<file path="config.mk">
export PLATFORM = sky130hd
export DESIGN_NAME = prover_sum_h
export DESIGN_NICKNAME = d
export VERILOG_FILES = /design/src/rtl/prover_sum_h.sv
export SDC_FILE = /design/constraint.sdc
export NUM_CORES = 2
export LEC_CHECK = 0
export ABC_AREA = 0
export ABC_CLOCK_PERIOD_IN_PS = 5850
export CORE_ASPECT_RATIO = 0.9
export CORE_MARGIN = 2
export CORE_UTILIZATION = 23
export DETAILED_ROUTE_END_ITERATION = 10
export PLACE_DENSITY = 0.5
export SYNTH_ARGS = -nofsm -noshare
export SYNTH_HDL_FRONTEND = slang
export SYNTH_SLANG_ARGS = --single-unit
</file>
<file path="constraint.sdc">
create_clock -name clk -period 5.85 [get_ports clk]
set_clock_uncertainty 0.15 [all_clocks]
set_input_delay 0.585 -clock clk [delete_from_list [all_inputs] [get_ports clk]]
set_output_delay 0.585 -clock clk [all_outputs]
set_load 0.1 [all_outputs]
</file>
<file path="src/rtl/prover_sum_h.sv">
// prover_sum_h: sums the per-gate gamma-point products held upstream into
// V_{i+1}(gamma(t)) for t = 2..npoints-1; points 0 and 1 are loaded at start.
// Build option: define PROVER_SUM_H_SERIAL_EN to use one sequential field_adder
// in place of the pairwise reduction tree (same results and handshake).

`ifndef F_NBITS
`define F_NBITS 61
`endif
`ifndef F_Q
`define F_Q 61'h1fff_ffff_ffff_ffff
`endif

// Modular adder with one register stage: en in cycle n gives sum/ready_pulse in n+1.
module field_adder #(
  parameter int unsigned W = `F_NBITS
) (
  input  logic         clk,
  input  logic         rstb,
  input  logic         en,
  input  logic [W-1:0] a,
  input  logic [W-1:0] b,
  output logic [W-1:0] sum,
  output logic         ready_pulse
);
  localparam int unsigned WQ = W + 1;
  localparam logic [W:0]  Q  = WQ'(`F_Q);

  logic [W:0]   raw_c;
  logic [W-1:0] sum_d;

  // a + b folded back below Q (inputs are already reduced)
  always_comb begin
    raw_c = {1'b0, a} + {1'b0, b};
    sum_d = (raw_c >= Q) ? W'(raw_c - Q) : W'(raw_c);
  end

  // result and completion strobe
  always_ff @(posedge clk or negedge rstb) begin
    if (!rstb) begin
      sum         <= '0;
      ready_pulse <= 1'b0;
    end else begin
      ready_pulse <= en;
      if (en) sum <= sum_d;
    end
  end
endmodule

module prover_sum_h #(
  parameter  int unsigned ngates  = 8,
  localparam int unsigned npoints = $clog2(ngates) + 1,
  localparam int unsigned nlevels = $clog2(ngates)
) (
  input  logic                                  clk,
  input  logic                                  rstb,
  input  logic                                  en,
  input  logic [`F_NBITS-1:0]                   v_w1,
  input  logic [`F_NBITS-1:0]                   v_w2,
  output logic                                  p_rden,
  input  logic [ngates-1:0][`F_NBITS-1:0]       p_in,
  output logic                                  ready,
  output logic                                  ready_pulse,
  output logic [npoints-1:0][`F_NBITS-1:0]      h_out
);
  localparam int unsigned W  = `F_NBITS;
  localparam int unsigned IW = nlevels;
  localparam int unsigned CW = nlevels + 1;
  localparam int unsigned PW = $clog2(npoints);

  typedef enum logic [2:0] {
    S_IDLE, S_READ, S_LATCH, S_GO, S_WAIT, S_STORE
  } state_t;

  state_t        state_q;
  logic          en_dly_q;
  logic          ready_dly_q;
  logic          ready_pulse_q;
  logic          p_rden_q;
  logic [PW-1:0] idx_q;
  logic [W-1:0]  h_q [npoints];
  logic [W-1:0]  r_q [ngates];
  logic          idle_c;
  logic          start_c;

  assign idle_c      = (state_q == S_IDLE);
  assign start_c     = en & ~en_dly_q & idle_c;
  assign ready       = idle_c & ~start_c;
  assign ready_pulse = ready_pulse_q;
  assign p_rden      = p_rden_q;

  for (genvar t = 0; t < npoints; t++) begin : g_hout
    assign h_out[t] = h_q[t];
  end

`ifdef PROVER_SUM_H_SERIAL_EN
  logic [IW-1:0] j_q;
  logic          done_q;
  logic          add_en_c;
  logic          add_pls;
  logic [W-1:0]  add_sum;

  assign add_en_c = (state_q == S_GO);

  // accumulator lives in r_q[0]; r_q[j] is added on each step
  field_adder #(.W(W)) u_add (
    .clk(clk), .rstb(rstb), .en(add_en_c), .a(r_q[0]), .b(r_q[j_q]),
    .sum(add_sum), .ready_pulse(add_pls)
  );
`else
  localparam int unsigned NADD = ngates / 2;

  logic [CW-1:0]   cnt_q;
  logic [CW-1:0]   half_c;
  logic [CW-1:0]   cnt_nxt_c;
  logic [NADD-1:0] done_q;
  logic [NADD-1:0] act_c;
  logic [NADD-1:0] add_en_c;
  logic [NADD-1:0] add_pls;
  logic [W-1:0]    add_sum [NADD];
  logic            all_done_c;

  assign half_c     = cnt_q >> 1;
  assign cnt_nxt_c  = (cnt_q + CW'(1)) >> 1;
  assign all_done_c = &(done_q | ~act_c);
  assign add_en_c   = act_c & {NADD{state_q == S_GO}};

  // adder k reduces pair (2k, 2k+1) while k < cnt/2
  for (genvar k = 0; k < NADD; k++) begin : g_add
    assign act_c[k] = (CW'(k) < half_c);
    field_adder #(.W(W)) u_add (
      .clk(clk), .rstb(rstb), .en(add_en_c[k]), .a(r_q[2*k]), .b(r_q[2*k+1]),
      .sum(add_sum[k]), .ready_pulse(add_pls[k])
    );
  end
`endif

  // control FSM, handshake registers and result storage
  always_ff @(posedge clk or negedge rstb) begin
    if (!rstb) begin
      state_q       <= S_IDLE;
      en_dly_q      <= 1'b1;
      ready_dly_q   <= 1'b1;
      ready_pulse_q <= 1'b0;
      p_rden_q      <= 1'b0;
      idx_q         <= '0;
      done_q        <= '0;
      for (int t = 0; t < npoints; t++) h_q[t] <= '0;
      for (int g = 0; g < ngates; g++) r_q[g] <= '0;
`ifdef PROVER_SUM_H_SERIAL_EN
      j_q           <= '0;
`else
      cnt_q         <= '0;
`endif
    end else begin
      en_dly_q      <= en;
      ready_dly_q   <= ready;
      ready_pulse_q <= ready & ~ready_dly_q;
      p_rden_q      <= 1'b0;
      case (state_q)
        S_IDLE: begin
          if (start_c) begin
            h_q[0]   <= v_w1;
            h_q[1]   <= v_w2;
            idx_q    <= PW'(2);
            p_rden_q <= 1'b1;
            state_q  <= S_READ;
          end
        end
        S_READ: state_q <= S_LATCH;
        S_LATCH: begin
          for (int g = 0; g < ngates; g++) r_q[g] <= p_in[g];
`ifdef PROVER_SUM_H_SERIAL_EN
          j_q   <= IW'(1);
`else
          cnt_q <= CW'(ngates);
`endif
          state_q <= S_GO;
        end
        S_GO: begin
          done_q  <= '0;
          state_q <= S_WAIT;
        end
        S_WAIT: begin
`ifdef PROVER_SUM_H_SERIAL_EN
          if (add_pls) done_q <= 1'b1;
          if (done_q) begin
            r_q[0] <= add_sum;
            if (j_q == IW'(ngates - 1)) begin
              state_q <= S_STORE;
            end else begin
              j_q     <= j_q + IW'(1);
              state_q <= S_GO;
            end
          end
`else
          done_q <= done_q | (add_pls & act_c);
          if (all_done_c) begin
            for (int k = 0; k < NADD; k++) begin
              if (act_c[k]) r_q[k] <= add_sum[k];
            end
            if (cnt_q[0]) r_q[IW'(half_c)] <= r_q[IW'(cnt_q - CW'(1))];
            cnt_q   <= cnt_nxt_c;
            state_q <= (cnt_nxt_c > CW'(1)) ? S_GO : S_STORE;
          end
`endif
        end
        S_STORE: begin
          h_q[idx_q] <= r_q[0];
          idx_q      <= idx_q + PW'(1);
          if (idx_q == PW'(npoints - 1)) begin
            state_q <= S_IDLE;
          end else begin
            p_rden_q <= 1'b1;
            state_q  <= S_READ;
          end
        end
        default: state_q <= S_IDLE;
      endcase
    end
  end
endmodule

</file>
Word-level counts from Yosys, hierarchy flattened
Cells that the tools add are included.
{"block": "word_totals", "regBits": 997, "inputBits": 613, "output_inout_bits": 247}
{"block": "op_classes", "n_addsub": 11, "n_lt_le_gt_ge": 14, "n_eq_ne": 9, "mux": 43, "bitwise_logic": 15, "reduce_logical": 11}
{"op": "$mux 61", "count": 20}
{"op": "$mux 488", "count": 2}
{"op": "$pmux 488 s2", "count": 1}
{"op": "$bwmux 488", "count": 1}
{"op": "$add 61x61->62", "count": 4}
{"op": "$ge 62x61->1 const B", "count": 4}
{"op": "$bwmux 244", "count": 1}
{"op": "$pmux 122 s2", "count": 1}
{"op": "$sub 61x61->61 const B", "count": 4}
{"op": "$bmux 61 s3", "count": 1}
{"op": "$demux 61 s3", "count": 1}
{"op": "$demux 61 s2", "count": 1}
{"op": "$mux 122", "count": 1}
{"op": "$pmux 3 s6", "count": 1}
{"op": "$pmux 4 s2", "count": 2}
{"op": "$mux 3", "count": 3}
{"op": "$and 4x4->4", "count": 2}
{"op": "$ge 4x4->1 const B", "count": 2}
{"op": "$not 3->4", "count": 2}
{"op": "$or 4x4->4", "count": 2}
{"op": "$eq 3x2->1 const B", "count": 2}
{"op": "$eq 3x3->1 const B", "count": 2}
{"op": "$lt 1x3->1 const A", "count": 2}
{"op": "$lt 2x3->1 const A", "count": 2}
{"op": "26 further kinds", "count": 39}

Depth between registers and ports, before layout
{"block": "logic_depth", "depth_word": 10, "mapped_depth": 19}

By module
From an unflattened synthesis, not the netlist that was laid out.
{"block": "hier_totals", "hier_cells": 8669, "hier_area_um2": 76185.6}
{"mod": "prover_sum_h", "n_inst": 1, "cells_each": 3830, "area_per_inst_um2": 41240.8}
{"mod": "field_adder at g_add[0].u_add ...", "n_inst": 3, "cells_each": 1190, "area_per_inst_um2": 8658.3}
{"mod": "field_adder at g_add[1].u_add", "n_inst": 1, "cells_each": 1269, "area_per_inst_um2": 8969.9}

Worst setup path after synthesis
Ideal clock, no wire load.
{"block": "synth_path", "path_kind": "register to register", "from": "register r_q[0] (netlist bit)", "to": "register g_add[3].u_add.sum[28]", "setup_ns": 0.136, "arrival_ns": 4.419, "path_slack_ns": 1.145, "stages_incl_launch_ff": 19, "n_path_buf": 2, "cell_sequence": "dfrtp_1 ha_1 inv_1 fa_1 nand2b_1 a21oi_4 o21ai_2 o31ai_1 xor2_1 nor4b_4 nand2_1 or4b_1 buf_2 nor3_2 nand4_2 buf_2 a21oi_1 a21oi_1 or3b_2"}
{"block": "synth_between", "elab_chain_len": 3}
{"item": "from (decl)", "line": "81", "text": "logic [W-1:0] r_q [ngates];"}
{"item": "from (signal, indexed assignment)", "line": "199", "text": "if (act_c[k]) r_q[k] <= add_sum[k];"}
{"item": "from (signal, indexed assignment)", "line": "201", "text": "if (cnt_q[0]) r_q[IW'(half_c)] <= r_q[IW'(cnt_q - CW'(1))];"}
{"item": "$add 61x61->62 (*)", "line": "33", "text": "raw_c = {1'b0, a} + {1'b0, b};"}
{"item": "$sub 61x61->61 or $ge 62x61->1 (tied branches)", "line": "34", "text": "sum_d = (raw_c >= Q) ? W'(raw_c - Q) : W'(raw_c);"}
{"item": "$mux 61 (*)", "line": "34"}
{"item": "to (signal assigned)", "line": "44", "text": "if (en) sum <= sum_d;"}
{"item": "to (decl)", "line": "22", "text": "output logic [W-1:0] sum,"}
Every way passes the cells marked *; elsewhere a longest branch is shown, timed or not.
A chain may end at the register's enable or synchronous reset.

Worst setup path after layout
{"block": "layout_path", "from": "register r_q[379] (netlist bit)", "to": "register g_add[0].u_add.sum[13]"}
{"block": "layout_between", "elab_chain_len": 3}
{"item": "$add 61x61->62 (*)", "line": "33"}
{"item": "$sub 61x61->61 or $ge 62x61->1 (tied branches)", "line": "34"}
{"item": "$mux 61 (*)", "line": "34"}
{"item": "to (signal assigned)", "line": "44"}
{"item": "to (decl)", "line": "22"}
Marks and branches as above.

==> summary.txt <==
Floorplan
  – Die height: 534.4 um
  – Row cnt: 194
  – Chip Width: 593.3 um
  – Ports: 860
  – Initial Utilization: 0.2314
  – Placeable core area: 0.3107 mm2
  – Die ar.: 0.3171 mm2

Drt
  – Final ANT Viol Nets: 0
  – DR DRC count: 0
  – Routed len/inst: approximately 30 um
  – DR pass1 iterations: 6
  – Post-Route WL: 424100 um
  – DRT iter0 DRCs: between 7000 and 8000
  – Vias per Instance: ~5.4
  – Vias post-DR: 76110

STA
  – Setup-failing EPs final: 0
  – RSZ-0062 raised after global routing: false
  – Count of pins over their slew limit: 0
  – Final Cycle Share: 0.9701
  – Relative slew slack: 0.2104
  – Final critical-path required period: 5.675 ns
  – Fmax: 0.1762 GHz
  – Final Hold Viols: 0
  – Least-Margin Pin Slew: between 1 and 1.5 ns

Cells and area
  – Util after Layout: 0.3011
  – Multi-input logic area: 0.04461 mm2
  – Area grow syn2layout: 30.13%
  – Final Cell Area: 0.09356 mm2
  – Proportion of layout cells with a drive suffix above 1: 0.1329
  – Sequential Area: 0.02496 mm2
  – Fillers: 33060
  – Fin nets: 10600
  – Post-route insts no fill: 13980

Global routing
  – Tot GR Track Use: 0.2570
  – Vias in the first global route: slightly above 70000
  – Global-route wire length before repair: just under 600000 um
  – Final global-route overflow total: 0
  – Largest net degree at the start of global routing: 188
  – Initial antenna violation count: between 70 and 80

Logic synthesis
  – Mean post-synth cell area: 8.231 um2
  – Post-synth top area share: 0.3463
  – Count of cell types in the netlist: 112
  – Yosys warns: 0
  – Biggest area consumer among synthesized cells: dfrtp_1
  – Post-synthesis instance area: 0.07190 mm2
  – Prevailing post-synth register cell: dfrtp_1
  – Post-synthesis sequential element count: 997
  – Post-synthesis cell count: 8735
  – Most common cell in the netlist: a21oi_1
  – Leading cell types by count after synthesis: a21oi_1 (1346), nor2_1 (1181), dfrtp_1 (995)
  – Synth area leaders: dfrtp_1 (35%), a21oi_1 (9.4%), nor2_1 (6.2%)
  – Seq/Total Area, Yosys: 0.3470
  – EDFF count, synth: 0
  – Synthesized Nets: 9606
  – Fraction of registers with async set/reset: 1.000

Worst setup path
  – Critical path class: flip-flop to flip-flop
  – R2r setup slk: 0.18 ns
  – Reg2Reg Depth: 16
  – Crit. Startpoint: r_q[379]
  – FF-to-FF End: g_add[0].u_add.sum[13]
  – Critical R2R Launch: r_q[379]
  – Critical Path Source Type: flip-flop
  – Crit path to: g_add[0].u_add.sum[13]
  – Crit path DAT: 6.21 ns
  – Critical Path Fanout Max: 10
  – CP endpoint kind: flip-flop
  – Crit path required time: 6.38 ns

Job
  – Max cap viols: 0

Placed design
  – Placed Instances: 13700
  – Dpl cell area: between 0.08 and 0.09 mm2
  – IO Port Bufs: ~860
  – Post-DP HPWL: 341100 um
  – Placer Congestion: 0.9862

Clock tree
  – Max H-tree Level: 4
  – CTS Buffer Depth: 4
  – CTS buffer count: 139
  – Clk_lat worst skew: 0.86 ns
  – Clock transition at path regs: 0.06 ns
  – Root Driver: clkbuf_16
  – CTS sink cnt: 997
  – CTS tree: yes

Worst hold path
  – Hold Crit Class: primary input to asynchronous set/reset pin

Outcome
  – Status: finished, final reports clean
[what timing repair did]
item / 4_1_cts / 5_1_grt
pin swaps: 0 / 6
setup buffers: 0 / 3
endpoints found under the setup margin: 36 / 165
hold buffers: 2 / 0
hold endpoints to repair: 57 / 0
gates resized for setup: 1 / 31
[routing by layer]
metal,track usage,vias to the layer above,wire [um]
met2,0.3965,3279,187800
met1,0.3502,37990,186400
met3,0.04239,633,27870
li1,-,34150,-
met4,0.1171,56,21650
met5,0,-,368
[kinds of logic (layout without fill, tap and decap cells)]
family / after synthesis / in the layout / synth area share
AOI/OAI and AO/OA: 3116 / 3116 / 0.2656
xor gates and xnor gates: 352 / 352 / 0.04309
adders and majority gates: 258 / 258 / 0.04532
buffers and inverters: 735 / 1831 / 0.03919
DFF: 997 / 997 / 0.3470
muxes: 350 / 350 / 0.07238
other: 0 / 31 / 0
and+or+nand+nor: 2927 / 2927 / 0.1873
[per-stage QoR]
step	hold slack, ns	setup TNS (ns)	setup WS, ns
after CTS	0.1497	0	0.006127
final	0.1386	0	0.1751
after detailed placement	0.3212	-4.051	-0.2303
after floorplan	0.1394	0	1.145
after global placement	0.3147	-13.73	-0.3406
after global routing	0.1868	0	0.003882
[sequential cells by signal, indices dropped and copies added (netlist names)]
signal	flops
g_add.u_add.ready_pulse	4
g_add.u_add.sum	244
ready_pulse	1
idx_q	2
p_rden	1
state_q	3
h_out	244
done_q	4
en_dly_q	1
r_q	488
cnt_q	4
ready_dly_q	1
[how the worst min path moves through the flow]
stage                     slack [ns]  cells after the start                endpoint
after CTS                       0.15                      3                r_q[423]
final                           0.14                      2              h_out[221]
after floorplan                 0.14                      0                cnt_q[0]
after global placement          0.31                      2  g_add[0].u_add.sum[23]
after detailed placement        0.32                      2  g_add[0].u_add.sum[38]
after global routing            0.19                      2              h_out[221]
[critical path, cell delays in order (launching register included)]
cell       delay [ns]
dfrtp_1          0.55
ha_1             0.48
nand2_1          0.14
o21ai_0          0.27
a221o_1          0.44
or2_2            0.34
o311ai_0         0.65
o311a_1          0.38
and3_1           0.24
nand4_1          0.12
nor3_1           0.51
nand4_2          0.17
buf_4            0.23
buf_12           0.16
a2111oi_4        0.37
xnor2_1          0.18
o21ai_1          0.08
[cell type report]
type                            instances  share of cell area
Antenna cell                           31           0.0008292
Clock buffer                          187             0.04226
Clock inverter                         58            0.008880
Inverter                              109            0.004373
Multi-Input combinational cell       7003              0.4768
Sequential cell                       997              0.2668
Tap cell                             4116             0.05505
Timing Repair Buffer                 1477              0.1450
[placed cells by master (no fill, tap or decap), types with 122 or more instances in the layout]
cell type / synthesis / layout
a21oi_1: 1346 / 1340
nor2_1: 1181 / 1177
dfrtp_1: 995 / 993
clkdlybuf4s50_1: 0 / 857
nand2_1: 791 / 783
buf_4: 1 / 591
o21ai_0: 525 / 519
a211oi_1: 342 / 340
ha_1: 254 / 253
xnor2_1: 235 / 235
o22ai_1: 194 / 194
nand4_1: 150 / 150
clkbuf_16: 0 / 143
nor3_1: 140 / 140
mux2_2: 139 / 139
nand3_1: 127 / 125
mux4_2: 122 / 122
Power is not shown: default switching activity piles up to over one toggle a cycle in this logic, so the estimate is an artifact.
